--- src/rtl/ctrl_pkg.sv ---
// Shared types for the multicycle controller: state encoding, opcode values
// and the coarse opcode classifier used by the decode state.
package ctrl_pkg;

  typedef enum logic [3:0] {
    S_RST, S_IF, S_DEC, S_LDI, S_MVR, S_RT, S_RT_WB,
    S_F2, S_ADI, S_LD, S_ST, S_JMP, S_HALT
  } ctrl_state_t;

  typedef enum logic [2:0] {
    C_LDI, C_MVR, C_RT, C_IMM2, C_NOP, C_HLT, C_ILL
  } op_class_t;

  localparam logic [3:0] OP_LDI0 = 4'b0000;
  localparam logic [3:0] OP_LDI1 = 4'b0001;
  localparam logic [3:0] OP_MVR  = 4'b0010;
  localparam logic [3:0] OP_ADR  = 4'b0011;
  localparam logic [3:0] OP_ANR  = 4'b0100;
  localparam logic [3:0] OP_ORR  = 4'b0101;
  localparam logic [3:0] OP_ADI  = 4'b0110;
  localparam logic [3:0] OP_LDM  = 4'b1000;
  localparam logic [3:0] OP_STM  = 4'b1001;
  localparam logic [3:0] OP_JMP  = 4'b1100;
  localparam logic [3:0] OP_JC   = 4'b1101;
  localparam logic [3:0] OP_NOP  = 4'b1110;
  localparam logic [3:0] OP_HLT  = 4'b1111;

  // Two-byte instructions all share the second-fetch state, hence one class.
  function automatic op_class_t decode_class(input logic [3:0] op);
    case (op)
      OP_LDI0, OP_LDI1:                     return C_LDI;
      OP_MVR:                               return C_MVR;
      OP_ADR, OP_ANR, OP_ORR:               return C_RT;
      OP_ADI, OP_LDM, OP_STM, OP_JMP, OP_JC: return C_IMM2;
      OP_NOP:                               return C_NOP;
      OP_HLT:                               return C_HLT;
      default:                              return C_ILL;
    endcase
  endfunction

endpackage

--- src/rtl/multicycle_controller_p_if.sv ---
// Control/status bundle between the multicycle controller and its datapath.
interface multicycle_controller_p_if #(
  parameter int OP_W = 4
);
  logic [OP_W-1:0] instruction;
  logic out_jump_sel;
  logic mem_ready;

  logic ld_PC, cen_PC, ld_IR, ld_DI, ld_ALU, write_en_rf, ld_TR, ld_CZN;
  logic sel_IR_3_2, sel_DI_4_3, sel_RF_write_src_TR_12_5, sel_RF_write_src_ALU, sel_RF_write_src_reg1;
  logic sel_MEM_src_PC, sel_MEM_src_TR, sel_ALU_src_reg1, sel_ALU_src_TR;
  logic sel_CZN_src_RF, sel_CZN_src_ALU, sel_PC_src_jump;
  logic MEM_read, MEM_write;
  logic halted, illegal_op;

  modport master (
    input  instruction, out_jump_sel, mem_ready,
    output ld_PC, cen_PC, ld_IR, ld_DI, ld_ALU, write_en_rf, ld_TR, ld_CZN,
           sel_IR_3_2, sel_DI_4_3, sel_RF_write_src_TR_12_5, sel_RF_write_src_ALU,
           sel_RF_write_src_reg1, sel_MEM_src_PC, sel_MEM_src_TR, sel_ALU_src_reg1,
           sel_ALU_src_TR, sel_CZN_src_RF, sel_CZN_src_ALU, sel_PC_src_jump,
           MEM_read, MEM_write, halted, illegal_op
  );

  modport slave (
    output instruction, out_jump_sel, mem_ready,
    input  ld_PC, cen_PC, ld_IR, ld_DI, ld_ALU, write_en_rf, ld_TR, ld_CZN,
           sel_IR_3_2, sel_DI_4_3, sel_RF_write_src_TR_12_5, sel_RF_write_src_ALU,
           sel_RF_write_src_reg1, sel_MEM_src_PC, sel_MEM_src_TR, sel_ALU_src_reg1,
           sel_ALU_src_TR, sel_CZN_src_RF, sel_CZN_src_ALU, sel_PC_src_jump,
           MEM_read, MEM_write, halted, illegal_op
  );
endinterface

--- src/rtl/multicycle_controller_p.sv ---
// Multicycle control FSM for the 8-bit accumulator/register-file datapath:
// fetch/decode, ALU, immediate, load/store, jumps and halt with a memory ready handshake.
//
// state   | meaning
// S_RST   | in or just out of reset, all strobes low
// S_IF    | instruction fetch, waits for memory ready
// S_DEC   | opcode decode, flags illegal opcodes
// S_LDI   | load immediate into DI
// S_MVR   | register move
// S_RT    | R-type ALU evaluate
// S_RT_WB | ALU result writeback
// S_F2    | second-byte fetch into TR
// S_ADI   | immediate ALU evaluate
// S_LD    | memory load into register file
// S_ST    | memory store
// S_JMP   | load PC with jump target
// S_HALT  | stopped until reset
module multicycle_controller_p
  import ctrl_pkg::*;
#(
  parameter int OP_W           = 4,
  parameter bit MEM_HANDSHAKE  = 1'b1,
  parameter bit RTYPE_SPLIT_WB = 1'b1
) (
  input logic clk,
  input logic rst,
  multicycle_controller_p_if.master bus
);

  ctrl_state_t state, state_nxt;
  logic [3:0] op;
  logic       rdy;

  assign op  = bus.instruction[OP_W-1 -: 4];
  assign rdy = MEM_HANDSHAKE ? bus.mem_ready : 1'b1;

  if (OP_W > 4) begin : g_ir_lsbs
    logic unused_ir_lsbs;
    assign unused_ir_lsbs = ^bus.instruction[OP_W-5:0];
  end

  assign bus.cen_PC     = 1'b0;
  assign bus.sel_DI_4_3 = 1'b0;

  always_ff @(posedge clk or negedge rst) begin
    if (!rst) state <= S_RST;
    else      state <= state_nxt;
  end

  always_comb begin
    state_nxt                    = state;
    bus.ld_PC                    = 1'b0;
    bus.ld_IR                    = 1'b0;
    bus.ld_DI                    = 1'b0;
    bus.ld_ALU                   = 1'b0;
    bus.write_en_rf              = 1'b0;
    bus.ld_TR                    = 1'b0;
    bus.ld_CZN                   = 1'b0;
    bus.sel_IR_3_2               = 1'b0;
    bus.sel_RF_write_src_TR_12_5 = 1'b0;
    bus.sel_RF_write_src_ALU     = 1'b0;
    bus.sel_RF_write_src_reg1    = 1'b0;
    bus.sel_MEM_src_PC           = 1'b0;
    bus.sel_MEM_src_TR           = 1'b0;
    bus.sel_ALU_src_reg1         = 1'b0;
    bus.sel_ALU_src_TR           = 1'b0;
    bus.sel_CZN_src_RF           = 1'b0;
    bus.sel_CZN_src_ALU          = 1'b0;
    bus.sel_PC_src_jump          = 1'b0;
    bus.MEM_read                 = 1'b0;
    bus.MEM_write                = 1'b0;
    bus.halted                   = 1'b0;
    bus.illegal_op               = 1'b0;

    case (state)
      S_RST: state_nxt = S_IF;

      // PC advances only on the ready cycle so wait states never skip bytes.
      S_IF: begin
        bus.sel_MEM_src_PC = 1'b1;
        bus.MEM_read       = 1'b1;
        if (rdy) begin
          bus.ld_IR = 1'b1;
          bus.ld_PC = 1'b1;
          state_nxt = S_DEC;
        end
      end

      S_DEC: begin
        case (decode_class(op))
          C_LDI:   state_nxt = S_LDI;
          C_MVR:   state_nxt = S_MVR;
          C_RT:    state_nxt = S_RT;
          C_IMM2:  state_nxt = S_F2;
          C_NOP:   state_nxt = S_IF;
          C_HLT:   state_nxt = S_HALT;
          default: begin
            bus.illegal_op = 1'b1;
            state_nxt      = S_IF;
          end
        endcase
      end

      S_LDI: begin
        bus.ld_DI = 1'b1;
        state_nxt = S_IF;
      end

      S_MVR: begin
        bus.sel_RF_write_src_reg1 = 1'b1;
        bus.write_en_rf           = 1'b1;
        bus.sel_IR_3_2            = 1'b1;
        bus.ld_CZN                = 1'b1;
        bus.sel_CZN_src_ALU       = 1'b1;
        state_nxt                 = S_IF;
      end

      S_RT: begin
        bus.sel_IR_3_2       = 1'b1;
        bus.ld_ALU           = 1'b1;
        bus.sel_ALU_src_reg1 = 1'b1;
        bus.ld_CZN           = 1'b1;
        bus.sel_CZN_src_ALU  = 1'b1;
        if (RTYPE_SPLIT_WB) begin
          state_nxt = S_RT_WB;
        end else begin
          bus.write_en_rf          = 1'b1;
          bus.sel_RF_write_src_ALU = 1'b1;
          state_nxt                = S_IF;
        end
      end

      S_RT_WB: begin
        bus.sel_RF_write_src_ALU = 1'b1;
        bus.write_en_rf          = 1'b1;
        state_nxt                = S_IF;
      end

      S_F2: begin
        bus.sel_MEM_src_PC = 1'b1;
        bus.MEM_read       = 1'b1;
        if (rdy) begin
          bus.ld_TR = 1'b1;
          bus.ld_PC = 1'b1;
          case (op)
            OP_ADI:  state_nxt = S_ADI;
            OP_LDM:  state_nxt = S_LD;
            OP_STM:  state_nxt = S_ST;
            OP_JMP:  state_nxt = S_JMP;
            OP_JC:   state_nxt = bus.out_jump_sel ? S_JMP : S_IF;
            default: state_nxt = S_IF;
          endcase
        end
      end

      S_ADI: begin
        bus.sel_ALU_src_TR  = 1'b1;
        bus.ld_ALU          = 1'b1;
        bus.ld_CZN          = 1'b1;
        bus.sel_CZN_src_ALU = 1'b1;
        state_nxt           = S_RT_WB;
      end

      S_LD: begin
        bus.sel_MEM_src_TR = 1'b1;
        bus.MEM_read       = 1'b1;
        if (rdy) begin
          bus.write_en_rf              = 1'b1;
          bus.sel_RF_write_src_TR_12_5 = 1'b1;
          bus.ld_CZN                   = 1'b1;
          bus.sel_CZN_src_RF           = 1'b1;
          state_nxt                    = S_IF;
        end
      end

      S_ST: begin
        bus.sel_MEM_src_TR = 1'b1;
        bus.MEM_write      = 1'b1;
        bus.sel_IR_3_2     = 1'b1;
        if (rdy) state_nxt = S_IF;
      end

      S_JMP: begin
        bus.sel_PC_src_jump = 1'b1;
        bus.ld_PC           = 1'b1;
        state_nxt           = S_IF;
      end

      S_HALT: bus.halted = 1'b1;

      default: state_nxt = S_RST;
    endcase
  end

endmodule
--- src/flat_wrapper.sv ---
// flat-port wrapper written by rule: the top's interface ports become plain ports
module multicycle_controller_p_flat import ctrl_pkg::*;
#(
  parameter int OP_W           = 4,
  parameter bit MEM_HANDSHAKE  = 1'b1,
  parameter bit RTYPE_SPLIT_WB = 1'b1
)
  (clk, rst, bus_instruction, bus_out_jump_sel, bus_mem_ready, bus_ld_PC, bus_cen_PC, bus_ld_IR, bus_ld_DI, bus_ld_ALU, bus_write_en_rf, bus_ld_TR, bus_ld_CZN, bus_sel_IR_3_2, bus_sel_DI_4_3, bus_sel_RF_write_src_TR_12_5, bus_sel_RF_write_src_ALU, bus_sel_RF_write_src_reg1, bus_sel_MEM_src_PC, bus_sel_MEM_src_TR, bus_sel_ALU_src_reg1, bus_sel_ALU_src_TR, bus_sel_CZN_src_RF, bus_sel_CZN_src_ALU, bus_sel_PC_src_jump, bus_MEM_read, bus_MEM_write, bus_halted, bus_illegal_op);
  multicycle_controller_p_if #(.OP_W(OP_W)) bus_i ();
  input logic clk;
  input logic rst;
  input wire logic [$bits(bus_i.instruction)-1:0] bus_instruction;
  input wire logic [$bits(bus_i.out_jump_sel)-1:0] bus_out_jump_sel;
  input wire logic [$bits(bus_i.mem_ready)-1:0] bus_mem_ready;
  output wire logic [$bits(bus_i.ld_PC)-1:0] bus_ld_PC;
  output wire logic [$bits(bus_i.cen_PC)-1:0] bus_cen_PC;
  output wire logic [$bits(bus_i.ld_IR)-1:0] bus_ld_IR;
  output wire logic [$bits(bus_i.ld_DI)-1:0] bus_ld_DI;
  output wire logic [$bits(bus_i.ld_ALU)-1:0] bus_ld_ALU;
  output wire logic [$bits(bus_i.write_en_rf)-1:0] bus_write_en_rf;
  output wire logic [$bits(bus_i.ld_TR)-1:0] bus_ld_TR;
  output wire logic [$bits(bus_i.ld_CZN)-1:0] bus_ld_CZN;
  output wire logic [$bits(bus_i.sel_IR_3_2)-1:0] bus_sel_IR_3_2;
  output wire logic [$bits(bus_i.sel_DI_4_3)-1:0] bus_sel_DI_4_3;
  output wire logic [$bits(bus_i.sel_RF_write_src_TR_12_5)-1:0] bus_sel_RF_write_src_TR_12_5;
  output wire logic [$bits(bus_i.sel_RF_write_src_ALU)-1:0] bus_sel_RF_write_src_ALU;
  output wire logic [$bits(bus_i.sel_RF_write_src_reg1)-1:0] bus_sel_RF_write_src_reg1;
  output wire logic [$bits(bus_i.sel_MEM_src_PC)-1:0] bus_sel_MEM_src_PC;
  output wire logic [$bits(bus_i.sel_MEM_src_TR)-1:0] bus_sel_MEM_src_TR;
  output wire logic [$bits(bus_i.sel_ALU_src_reg1)-1:0] bus_sel_ALU_src_reg1;
  output wire logic [$bits(bus_i.sel_ALU_src_TR)-1:0] bus_sel_ALU_src_TR;
  output wire logic [$bits(bus_i.sel_CZN_src_RF)-1:0] bus_sel_CZN_src_RF;
  output wire logic [$bits(bus_i.sel_CZN_src_ALU)-1:0] bus_sel_CZN_src_ALU;
  output wire logic [$bits(bus_i.sel_PC_src_jump)-1:0] bus_sel_PC_src_jump;
  output wire logic [$bits(bus_i.MEM_read)-1:0] bus_MEM_read;
  output wire logic [$bits(bus_i.MEM_write)-1:0] bus_MEM_write;
  output wire logic [$bits(bus_i.halted)-1:0] bus_halted;
  output wire logic [$bits(bus_i.illegal_op)-1:0] bus_illegal_op;
  assign bus_i.instruction = bus_instruction;
  assign bus_i.out_jump_sel = bus_out_jump_sel;
  assign bus_i.mem_ready = bus_mem_ready;
  assign bus_ld_PC = bus_i.ld_PC;
  assign bus_cen_PC = bus_i.cen_PC;
  assign bus_ld_IR = bus_i.ld_IR;
  assign bus_ld_DI = bus_i.ld_DI;
  assign bus_ld_ALU = bus_i.ld_ALU;
  assign bus_write_en_rf = bus_i.write_en_rf;
  assign bus_ld_TR = bus_i.ld_TR;
  assign bus_ld_CZN = bus_i.ld_CZN;
  assign bus_sel_IR_3_2 = bus_i.sel_IR_3_2;
  assign bus_sel_DI_4_3 = bus_i.sel_DI_4_3;
  assign bus_sel_RF_write_src_TR_12_5 = bus_i.sel_RF_write_src_TR_12_5;
  assign bus_sel_RF_write_src_ALU = bus_i.sel_RF_write_src_ALU;
  assign bus_sel_RF_write_src_reg1 = bus_i.sel_RF_write_src_reg1;
  assign bus_sel_MEM_src_PC = bus_i.sel_MEM_src_PC;
  assign bus_sel_MEM_src_TR = bus_i.sel_MEM_src_TR;
  assign bus_sel_ALU_src_reg1 = bus_i.sel_ALU_src_reg1;
  assign bus_sel_ALU_src_TR = bus_i.sel_ALU_src_TR;
  assign bus_sel_CZN_src_RF = bus_i.sel_CZN_src_RF;
  assign bus_sel_CZN_src_ALU = bus_i.sel_CZN_src_ALU;
  assign bus_sel_PC_src_jump = bus_i.sel_PC_src_jump;
  assign bus_MEM_read = bus_i.MEM_read;
  assign bus_MEM_write = bus_i.MEM_write;
  assign bus_halted = bus_i.halted;
  assign bus_illegal_op = bus_i.illegal_op;
  multicycle_controller_p #(.OP_W(OP_W), .MEM_HANDSHAKE(MEM_HANDSHAKE), .RTYPE_SPLIT_WB(RTYPE_SPLIT_WB)) u_core (.clk(clk), .rst(rst), .bus(bus_i));
endmodule
--- config.mk ---
export PLATFORM = sky130hd
export DESIGN_NAME = multicycle_controller_p_flat
export DESIGN_NICKNAME = d
export VERILOG_FILES = /design/src/rtl/ctrl_pkg.sv /design/src/rtl/multicycle_controller_p_if.sv /design/src/rtl/multicycle_controller_p.sv /design/src/flat_wrapper.sv
export SDC_FILE = /design/constraint.sdc
export NUM_CORES = 1
export LEC_CHECK = 0
export CORE_MARGIN = 2
export CORE_UTILIZATION = 25
export DETAILED_ROUTE_END_ITERATION = 8
export GPL_TIMING_DRIVEN = 0
export MAX_ROUTING_LAYER = met4
export PLACE_DENSITY = 0.58
export SKIP_LAST_GASP = 1
export SYNTH_ARGS = -nofsm -noshare
export SYNTH_HDL_FRONTEND = slang
export SYNTH_SLANG_ARGS = --single-unit
--- constraint.sdc ---
create_clock -name clk -period 2.71 [get_ports clk]
set_clock_uncertainty 0.1 [all_clocks]
set_input_delay 0.4065 -clock clk [delete_from_list [all_inputs] [get_ports clk]]
set_output_delay 0.4065 -clock clk [all_outputs]
set_load 0.01 [all_outputs]
==> flow_metrics.tcl, run 1 <==
set metrics [dict create \
    grt_pass1_vias 729 \
    synth_compound_area_frac 0.2604 \
    crit_fanout 10 \
    synth-seq-cells 4 \
    vias 806 \
    drt-initial-drc-count 15 \
    async_reset_ff_frac 1.000 \
    grt-ovfl-total 0 \
    core.rowCount 19 \
    final_common_cell "clkdlybuf4s50_1" \
    whs_ps 277.8 \
    area_growth_pct 43.75 \
    drc_errors 0 \
    initial_utilization 0.2613 \
    synth.avg_cell_area_sq_um 7.354 \
    route.detailed.wl_per_inst_um 12.41 \
    p_total_mw 0.8770 \
    cts_buffers 3 \
    critPathLaunchType "input pin" \
    coreArea_sq_um 2758 \
    cts.path.max_buffers 2 \
    r2r_start "u_core.state[0]$_DFFE_PN0P_" \
    cp_slowest_cell "clkdlybuf4s50_1" \
    status "finished clean" \
    fin_tns_setup_ps 0 \
    cts_tree "yes" \
    final_area_sq_um 1036 \
    hold_viol 0 \
    place_hpwl_mm 1.564 \
    setup_viol 0 \
    cts_setup_buffers 0 \
    final_cell_mix "clkdlybuf4s50_1 (25), nor2_1 (11), buf_2 (7), nor3_1 (6), a21oi_1 (6)" \
    setup_ws_ps 216.3 \
    top_regs "u_core.state: 4 flops" \
    nets 137 \
    largest_reg_flops 4 \
    fp.dieH_um 57.69 \
    grt_use_total 0.1264 \
    critPathKind "input pin to output port" \
    r2r_slack_ps 1050 \
    place_congestion 0.8732 \
    reg2regPathDepth 5 \
    p_per_area_nw_per_um2 846.5 \
    place_ws_ps 226.4 \
    crit_required_ps 2200 \
    root_buffer "clkbuf_4" \
    synth_top_family_by_area "simple AND/OR/NAND/NOR gates" \
    critPathCapture "bus_illegal_op" \
    cts.clk_slew.worst_paths_ps 40 \
    synthCells 98 \
    synth_fa_ha_area_frac 0 \
    fmaxAchievable_mhz 401.0 \
    cp_cell_sequence "clkdlybuf4s50_1, buf_2, nand2_1, mux2i_1, and3_1, clkdlybuf4s50_1" \
    p_leak_nw 0.4180 \
    synth.distinct_cells 41 \
    muxShareOfSynthArea 0.04340 \
    vdd_ir_drop_max_uv 444.6 \
    hp-class "input pin to asynchronous set/reset pin" \
    num_io_pins 32 \
    synth_flop_cell "dfrtp_1" \
    drv_cap 0 \
    timing.rr.end "u_core.state[0]$_DFFE_PN0P_" \
    drive_gt1_frac 0.1811 \
    synth_edf_count 0 \
    maxSlewViolCount 0 \
    grt_pass1_wl_mm 3.339 \
    synth-simple-area-share 0.3750 \
    port_buffers 25 \
    place_area_sq_um 1013 \
    synth-seq-area-share 0.1389 \
    crit_arrival_ps 1990 \
    crit_path_end_kind "output port" \
    met3_length_um 157 \
    rsz0062_at_grt "false" \
    ys_warn_count 0 \
    highest_layer "met3" \
    cts_htree_levels 1 \
    postRouteAntennaNets 0 \
    m1WireLength_um 937 \
    drt-total-wl_mm 1.960 \
    cts_resized 0 \
    die_w_um 57.69 \
    first_pass_iters 4 \
    top_register "u_core.state" \
    diodes 0 \
    die_area_sq_um 3328 \
    routed-wl-met2_um 865 \
    period_needed_ps 2494 \
    clkLatencyLatePin_ps 230 \
    cpMostUsedCell "clkdlybuf4s50_1" \
    crit_start "bus_instruction[2]" \
    synth_xor_area_frac 0.01215 \
    grt_max_degree 11 \
    max_stage_delay_ps 530 \
    cts.sinks 4 \
    fin_crit_sh 0.9202 \
    vias_per_cell 5.101 \
    cts_hold_buf 0 \
    netlist_area_sq_um 720.7 \
    antenna_found_initial 0 \
]
[worst max-delay path, delay by kind of cell]
| kind | cells | cell delay, ps |
|---|---|---|
| buffers and inverters | 3 | 1180 |
| AND/OR/NAND/NOR | 2 | 260 |
| multiplexers | 1 | 130 |
[area by class of cell]
type | count | area (sq um)
Fill cell | 291 | 1722
Multi-Input combinational cell | 74 | 505.5
Inverter | 5 | 18.77
Clock buffer | 3 | 22.52
Buffer | 16 | 100.1
Timing Repair Buffer | 25 | 250.2
Sequential cell | 4 | 100.1
Tap cell | 31 | 38.79
[cell usage after synthesis (2+ instances only)]
cell	number	area [sq um]
nor2b_1	3	18.77
inv_1	5	18.77
nor3_1	6	30.03
mux2i_1	2	20.02
a21oi_1	6	30.03
nand3b_1	2	15.01
nand2_1	4	15.01
buf_6	2	22.52
nor2_1	11	41.29
nor4bb_1	2	20.02
clkbuf_1	2	7.510
a211oi_1	3	22.52
buf_4	4	30.03
nand2b_1	4	25.02
and3_1	2	12.51
dfrtp_1	4	100.1
buf_2	7	35.03
nor4_1	2	12.51
o22ai_1	5	31.28
[per-stage QoR]
step	utilization	cells
global placement	0.3675	155
finish	0.3757	158
floorplan	-	99
detailed placement	0.3675	155
CTS	0.3757	158
global route	0.3757	158
[logic make-up (layout without fill, tap and decap cells)]
| logic type | after synthesis | after routing |
|---|---|---|
| and+or+nand+nor | 43 | 43 |
| AOI/OAI and AO/OA | 25 | 25 |
| buffers and inverters | 21 | 49 |
| DFF | 4 | 4 |
| muxes | 3 | 3 |
| other | 1 | 2 |
| xor gates and xnor gates | 1 | 1 |
[layer usage]
layer / global-route usage / vias to the layer above
met5: - / -
met4: 0.009967 / 0
met3: 0.02679 / 0
met2: 0.1932 / 38
met1: 0.1796 / 360
li1: - / 408
[how the worst min path moves through the flow]
stage	start	endpoint	depth (start not counted)	slack, ps
floorplan	rst	u_core.state[0]$_DFFE_PN0P_	0	10
global placement	rst	u_core.state[0]$_DFFE_PN0P_	1	510
detailed placement	rst	u_core.state[0]$_DFFE_PN0P_	1	520
CTS	rst	u_core.state[0]$_DFFE_PN0P_	1	270
global route	rst	u_core.state[1]$_DFFE_PN0P_	1	270
finish	rst	u_core.state[0]$_DFFE_PN0P_	1	280
[report_power, final]
group | switching (mW) | leakage (nW) | internal (mW)
Combinational | 0.358 | 0.355 | 0.346
Clock | 0.0207 | 0.0138 | 0.0493
Sequential | 0.0178 | 0.0493 | 0.0845
Note: power is estimated with default switching activity, not from simulation.
==> inputs of run 2 (changes only) <==
Settings changed: CORE_UTILIZATION 25 to 40, GPL_TIMING_DRIVEN 0 to default, PLACE_DENSITY 0.58 to 0.82.
==> run 2 against run 1 <==
Wire length decreased by 9.8%. Largest cell class unchanged. Largest power group unchanged. Maximum frequency decreased by 2.8%. Count of clock-buffer cells in the layout unchanged. First-iteration DRC count decreased by 6.7%. Worst hold slack got worse by 10 ps. Sequential share of layout area decreased by 0.070 points.
==> flow_metrics.tcl, run 2 (synthesized netlist as in run 1, its figures left out) <==
set metrics [dict create \
    antenna_found_initial 0 \
    ff_latch_area_sq_um 100.1 \
    route.detailed.wl_per_inst_um 11.79 \
    grt_use_total 0.1915 \
    hp-class "input pin to asynchronous set/reset pin" \
    multi_input_area_sq_um 505.5 \
    drc_errors 0 \
    drive_gt1_frac 0.1520 \
    busiest_layer "met2" \
    path_buf_inv 2 \
    crit_required_ps 2200 \
    fill_cells 151 \
    crit_arrival_ps 2060 \
    gr-usage-met3 0.02353 \
    drt-initial-drc-count 14 \
    cp_cell_sequence "buf_4, nor4b_4, and3_1, clkdlybuf4s50_1" \
    grt_pass1_vias 686 \
    grt_pass1_wl_mm 2.960 \
    area_growth_pct 44.79 \
    cts.clk_slew.worst_paths_ps 40 \
    clkLatencyLatePin_ps 240 \
    period_needed_ps 2566 \
    place_area_sq_um 1021 \
    hold_viol 0 \
    largest_reg_flops 4 \
    root_buffer "clkbuf_4" \
    r2r_slack_ps 900 \
    place_congestion 0.7822 \
    first_pass_iters 4 \
    status "finished clean" \
    reg2regPathDepth 5 \
    fp.dieH_um 46.45 \
    r2r_start "u_core.state[0]$_DFFE_PN0P_" \
    diodes 0 \
    critPathTopFamily "buffers and inverters" \
    cts_setup_buffers 0 \
    die_area_sq_um 2157 \
    whs_ps 267.7 \
    grt.met1_usage 0.2389 \
    place_hpwl_mm 1.423 \
    core.rowCount 15 \
    cts.path.max_buffers 2 \
    top_regs "u_core.state: 4 flops" \
    grt_max_degree 14 \
    fmaxAchievable_mhz 389.7 \
    grt-ovfl-total 0 \
    nets 135 \
    cts_htree_levels 1 \
    coreArea_sq_um 1708 \
    cts_buffers 3 \
    num_io_pins 32 \
    critPathLaunchType "flip-flop" \
    finish.utilization 0.6110 \
    rsz0062_at_grt "false" \
    cts_hold_buf 0 \
    vdd_ir_drop_max_uv 419.1 \
    cts_tree "yes" \
    setup_viol 0 \
    max_stage_delay_ps 530 \
    p_total_mw 0.8539 \
    vias 799 \
    final_area_sq_um 1044 \
    drt-total-wl_mm 1.768 \
    p_per_area_nw_per_um2 818.3 \
    cts_resized 0 \
    die_w_um 46.45 \
    crit_fanout 10 \
    postRouteAntennaNets 0 \
    top_register "u_core.state" \
    timing.rr.end "u_core.state[0]$_DFFE_PN0P_" \
    crit_path_end_kind "output port" \
    fin_crit_sh 0.9469 \
    p_leak_nw 0.4147 \
    cp_slowest_cell "clkdlybuf4s50_1" \
    maxSlewViolCount 0 \
    critPathKind "flip-flop to output port" \
    drv_cap 0 \
    grt_util_met2 0.3167 \
    cts.sinks 4 \
    fin_tns_setup_ps 0 \
    initial_utilization 0.4220 \
    final_cell_mix "clkdlybuf4s50_1 (29), nor2_1 (11), buf_4 (10), nor3_1 (6), a21oi_1 (6)" \
    vias_per_cell 5.327 \
    final_common_cell "clkdlybuf4s50_1" \
    port_buffers 29 \
]
run 2: cell count changes in the layout (fill, tap and decap cells not counted):
cell	previous run	this run
clkdlybuf4s50_1	25	29
buf_6	2	0
buf_2	7	0
clkbuf_1	2	0
buf_4	4	10
clkbuf_2	1	0
run 2: where the power goes:
part	total [mW]	switching (mW)	leakage [nW]	internal (mW)
clock network	0.0735	0.0240	0.0138	0.0495
logic	0.637	0.303	0.352	0.334
registers	0.143	0.0588	0.0493	0.0842
total	0.854	0.386	0.415	0.468
run 2: layout make-up:
| type | instances | share of cell area |
|---|---|---|
| tap | 25 | 0.02998 |
| timing repair buffer | 39 | 0.3501 |
| sequential | 4 | 0.09592 |
| inverter | 5 | 0.01799 |
| multi-input combinational | 74 | 0.4844 |
| clock buffer | 3 | 0.02158 |
run 2: how the worst max path moves through the flow:
stage | start | slack (ps) | to | depth (start not counted)
after floorplan | u_core.state[3]$_DFFE_PN0P_ | 940 | bus_ld_PC | 5
after global placement | bus_mem_ready | 350 | bus_ld_PC | 5
after detailed placement | bus_mem_ready | 320 | bus_ld_PC | 5
after CTS | u_core.state[0]$_DFFE_PN0P_ | 130 | bus_illegal_op | 4
after global routing | u_core.state[0]$_DFFE_PN0P_ | 40 | bus_illegal_op | 4
final | u_core.state[0]$_DFFE_PN0P_ | 140 | bus_illegal_op | 4
run 2: per-stage QoR:
stage / cells / worst slack (ps)
after detailed placement: 147 / 323.7
after CTS: 150 / 132.7
after floorplan: 99 / 936.4
after global routing: 150 / 43.68
final: 150 / 143.9
after global placement: 147 / 353.5
run 2: metal layers:
layer | wire length (um) | part of all wire | vias up
met2 | 858 | 0.49 | 32
met1 | 786 | 0.44 | 360
li1 | - | - | 403
met3 | 89 | 0.050 | 4
met5 | 0 | 0 | -
met4 | 32 | 0.018 | 0
